[src/rtl/adder_pkg.sv]
// Shared types and sizing helpers for the chunked adder.
package adder_pkg;

  typedef enum logic [1:0] {
    IDLE = 2'd0,
    RUN  = 2'd1,
    DONE = 2'd2
  } state_t;

  function automatic int nchunk(input int w, input int c);
    return w / c;
  endfunction

  function automatic int idx_width(input int n);
    return (n > 1) ? $clog2(n) : 1;
  endfunction

endpackage

[src/rtl/chunked_adder_slice.sv]
// CHUNK-bit combinational ripple slice.
// With ADDER_OVF_EN the carry into the slice MSB is exported.
module chunk_slice #(
  parameter int CHUNK = 2
) (
  input  logic [CHUNK-1:0] a,
  input  logic [CHUNK-1:0] b,
  input  logic             ci,
  output logic [CHUNK-1:0] s,
`ifdef ADDER_OVF_EN
  output logic             cm,
`endif
  output logic             co
);

  logic [CHUNK:0] c;

  always_comb begin
    c    = '0;
    s    = '0;
    c[0] = ci;
    for (int i = 0; i < CHUNK; i++) begin
      s[i]   = a[i] ^ b[i] ^ c[i];
      c[i+1] = (a[i] & b[i]) | (c[i] & (a[i] ^ b[i]));
    end
  end

  assign co = c[CHUNK];
`ifdef ADDER_OVF_EN
  assign cm = c[CHUNK-1];
`endif

endmodule

[src/rtl/chunked_adder.sv]
// Multi-cycle add/sub, one CHUNK-bit slice per cycle, valid/ready on both sides.
// Define ADDER_OVF_EN to add the signed-overflow output ovf.
module chunked_adder
  import adder_pkg::*;
#(
  parameter int WIDTH = 8,
  parameter int CHUNK = 2
) (
  input  logic             clk,
  input  logic             rst_n,
  input  logic             in_valid,
  output logic             in_ready,
  input  logic [WIDTH-1:0] a,
  input  logic [WIDTH-1:0] b,
  input  logic             cin,
  input  logic             sub,
  output logic             out_valid,
  input  logic             out_ready,
  output logic [WIDTH-1:0] sum,
`ifdef ADDER_OVF_EN
  output logic             ovf,
`endif
  output logic             cout
);

  localparam int NCHUNK = nchunk(WIDTH, CHUNK);
  localparam int IW     = idx_width(NCHUNK);
  localparam logic [IW-1:0] LAST = IW'(NCHUNK - 1);

  state_t           state;
  logic             live;
  logic [IW-1:0]    idx;
  logic             carry;
  logic [WIDTH-1:0] opa;
  logic [WIDTH-1:0] opb;

  logic [CHUNK-1:0] s;
  logic             co;
`ifdef ADDER_OVF_EN
  logic             cm;
`endif

  chunk_slice #(.CHUNK(CHUNK)) u_slice (
    .a  (opa[int'(idx)*CHUNK +: CHUNK]),
    .b  (opb[int'(idx)*CHUNK +: CHUNK]),
    .ci (carry),
    .s  (s),
`ifdef ADDER_OVF_EN
    .cm (cm),
`endif
    .co (co)
  );

  // live keeps in_ready low for the cycle after reset release
  assign in_ready  = (state == IDLE) && live;
  assign out_valid = (state == DONE);

  always_ff @(posedge clk) begin
    if (!rst_n) begin
      state <= IDLE;
      live  <= 1'b0;
      idx   <= '0;
      carry <= 1'b0;
      opa   <= '0;
      opb   <= '0;
      sum   <= '0;
      cout  <= 1'b0;
`ifdef ADDER_OVF_EN
      ovf   <= 1'b0;
`endif
    end else begin
      live <= 1'b1;
      unique case (state)
        IDLE: begin
          if (in_valid && live) begin
            opa   <= a;
            opb   <= sub ? ~b : b;
            carry <= sub | cin;
            sum   <= '0;
            cout  <= 1'b0;
`ifdef ADDER_OVF_EN
            ovf   <= 1'b0;
`endif
            idx   <= '0;
            state <= RUN;
          end
        end
        RUN: begin
          sum[int'(idx)*CHUNK +: CHUNK] <= s;
          carry <= co;
          idx   <= idx + IW'(1);
          if (idx == LAST) begin
            cout  <= co;
`ifdef ADDER_OVF_EN
            ovf   <= cm ^ co;
`endif
            state <= DONE;
          end
        end
        DONE: begin
          if (out_ready) state <= IDLE;
        end
        default: state <= IDLE;
      endcase
    end
  end

endmodule

[config.mk]
export PLATFORM = sky130hd
export DESIGN_NAME = chunked_adder
export DESIGN_NICKNAME = d
export VERILOG_FILES = /design/src/rtl/adder_pkg.sv /design/src/rtl/chunked_adder_slice.sv /design/src/rtl/chunked_adder.sv
export SDC_FILE = /design/constraint.sdc
export NUM_CORES = 1
export LEC_CHECK = 0
export ABC_AREA = 1
export BUFFER_PORTS_ARGS = -buffer_cell sky130_fd_sc_hd__buf_2
export CORE_ASPECT_RATIO = 1.75
export CORE_MARGIN = 3
export CORE_UTILIZATION = 51
export DETAILED_ROUTE_END_ITERATION = 8
export GPL_ROUTABILITY_DRIVEN = 0
export PLACE_DENSITY = 0.84
export SLEW_MARGIN = 25
export SYNTH_ARGS = -nofsm -noshare
export SYNTH_HDL_FRONTEND = slang
export SYNTH_SLANG_ARGS = --single-unit
[constraint.sdc]
create_clock -name clk -period 5.58 [get_ports clk]
set_input_delay 0.558 -clock clk [delete_from_list [all_inputs] [get_ports clk]]
set_output_delay 0.558 -clock clk [all_outputs]
set_load 0.01 [all_outputs]
==> qor.yml <==
status: "complete, no violations"
crit_required_ps: 5790
p_leak_nw: 0.789
place_hpwl_um: 2240
grt_antenna_before_repair: 0
finalPower_mw: 0.483
layout.cells.non_filler: 261
grt_pass1_wl_um: 5180
fin_worst_skew_ps: 9.32
final_cell_mix: "nor2_1 (34), nand2_1 (33), buf_2 (32), dfxtp_1 (31), a21oi_1 (21)"
syn_area_um2: 1570
boundaryPins: 33
rows: 26
grt_pass1_vias: 1262
drc_errors: 0
synth_xor_area_share_pct: 4.47
cts_resized: 0
numPortBuffers: 32
dr.pass1.iters: 4
synth-simple-area-share_pct: 25.1
fin_area_um2: 1750
nNetsFinal: 261
cp_top_family: "adder cells"
ys_seq_area_share_pct: 39.6
die_x_um: 47.9
rsz0062_at_grt: "false"
fin_tns_setup_ps: 0
antenna_left: 0
synth_top_family_by_area: "simple AND/OR/NAND/NOR gates"
fin_crit_ps: 2550
hold_class: "flop to flop"
overflow: 0
grt_start_max_net_pins: 30
routedWlPerCell_um: 11.5
yosys_warnings: 0
drt-total-wl_um: 3010
cap_violations: 0
path_clk_slew_ps: 60
critPathCaptureType: "flop"
viasPerCell: 5.20
initial_utilization_pct: 53.6
clockRootBuffer: "clkbuf_8"
cts_tree: "done"
placedCellCount: 254
cp_data_arrival_time_ps: 2760
whs_ps: 465
vdd_drop_max_v: 0.000218
grt_util_all_layers_pct: 19.0
drtIter0Drc: 28
place_ws_ps: 3050
finish.utilization_pct: 59.9
cts_made_buffers: 5
synth_compound_area_share_pct: 15.1
power_density_nw_per_um2: 275
netlist_instances: 204
maxSlewHeadroom_pct: 56.4
syn_area_per_cell_um2: 7.69
synth_nets: 232
final_common_cell: "nor2_1"
vias: 1358
die-area_um2: 3800
cpPeakStageDelay_ps: 560
diodes: 0
period_share_pct: 45.7
synth-seq-cells: 31
finalHoldViolCount: 0
fp.coreArea_um2: 2930
numClockSinks: 31
critPathKind: "flop to flop"
drive_gt1_share_pct: 21.5
post_cts_buffers: 0
crit_fanout: 14
die_h_um: 79.4
synth_cell_types: 25
synth_mux_area_share_pct: 0
path_cells: "inv_1 > o21ai_0 > o22ai_1 > fa_1 > fa_1 > nand2_1 > nor2_1 > nand2_1 > a21oi_1"
clockBufferDepth: 2
syn2layout_area_growth_pct: 11.8
insertion_delay_ps: 280
htree_levels: 2
setup_viol: 0
fmaxAchievable_ghz: 0.392
tightest_slew_ps: 653
critPathSlowestCell: "dfxtp_1"
layout_setup_ws_ps: 3030
synth_adder_area_share_pct: 5.74
holdBufCountCts: 0
cp_num_buf_inv: 1
start_kind: "flop"
place_area_um2: 1670
fill_cells: 288
drv_slew: 0
[cell usage after synthesis, drive strengths merged]
cell / n / share of area (%)
fa: 2 / 2.6
buf: 6 / 5.3
dfxtp: 31 / 40
o22ai: 4 / 1.6
nand3: 16 / 6.1
nand2: 34 / 8.6
clkbuf: 4 / 0.96
nand4: 3 / 1.2
inv: 16 / 3.8
xor2: 8 / 4.5
nor2: 35 / 8.9
or2: 1 / 0.40
o21ai: 17 / 5.7
a21oi: 23 / 7.8
ha: 4 / 3.2
[cell type report]
| type | instances | area, um^2 | area share, % |
|---|---|---|---|
| multi-input cells | 147 | 791 | 45.1 |
| repair buffers | 32 | 160 | 9.13 |
| clock inverters | 1 | 5.00 | 0.285 |
| clock buffers | 6 | 82.6 | 4.71 |
| well taps | 28 | 35.0 | 2.00 |
| inverters | 16 | 60.1 | 3.42 |
| flip-flops and latches | 31 | 621 | 35.4 |
[metal layers]
layer  up-vias  GRT usage (%)  wire [um]
li1        722              -          -
met1       593           19.0       1070
met2        35           32.4       1700
met3         8           6.32        153
met4         0           9.70         82
met5         -              0          0
[worst paths after layout]
check / start / end / slack (ps) / depth (start not counted)
worst max register to register: idx[0] / sum[7] / 3030 / 9
worst min-delay path: opb[1] / opb[1] / 460 / 2
worst max-delay path: idx[0] / sum[7] / 3030 / 9
worst min register to register: opb[1] / opb[1] / 460 / 2
[report_power, final]
part / internal (mW) / total [mW] / leakage [nW] / switching [mW]
sequential: 0.232 / 0.241 / 0.253 / 0.00932
clock: 0.0965 / 0.173 / 0.0470 / 0.0767
combinational: 0.0277 / 0.0686 / 0.489 / 0.0409
total: 0.356 / 0.483 / 0.789 / 0.127
[kinds of logic after synthesis]
| logic type | after synthesis |
|---|---|
| and+or+nand+nor | 89 |
| AOI/OAI and AO/OA | 44 |
| DFF | 31 |
| buffers and inverters | 26 |
| xor gates and xnor gates | 8 |
| adders and majority gates | 6 |
[worst register-to-register path, stage by stage (launching register included)]
cell and delay (ps):
dfxtp_1 560, inv_1 270, o21ai_0 220, o22ai_1 110
fa_1 410, fa_1 510, nand2_1 70, nor2_1 120
nand2_1 80, a21oi_1 110
[sequential cells by signal, indices dropped and copies added (netlist names)]
name,count
opa,8
opb,8
sum,8
idx,2
state,2
carry,1
cout,1
live,1
(Power assumes the default switching activity.)
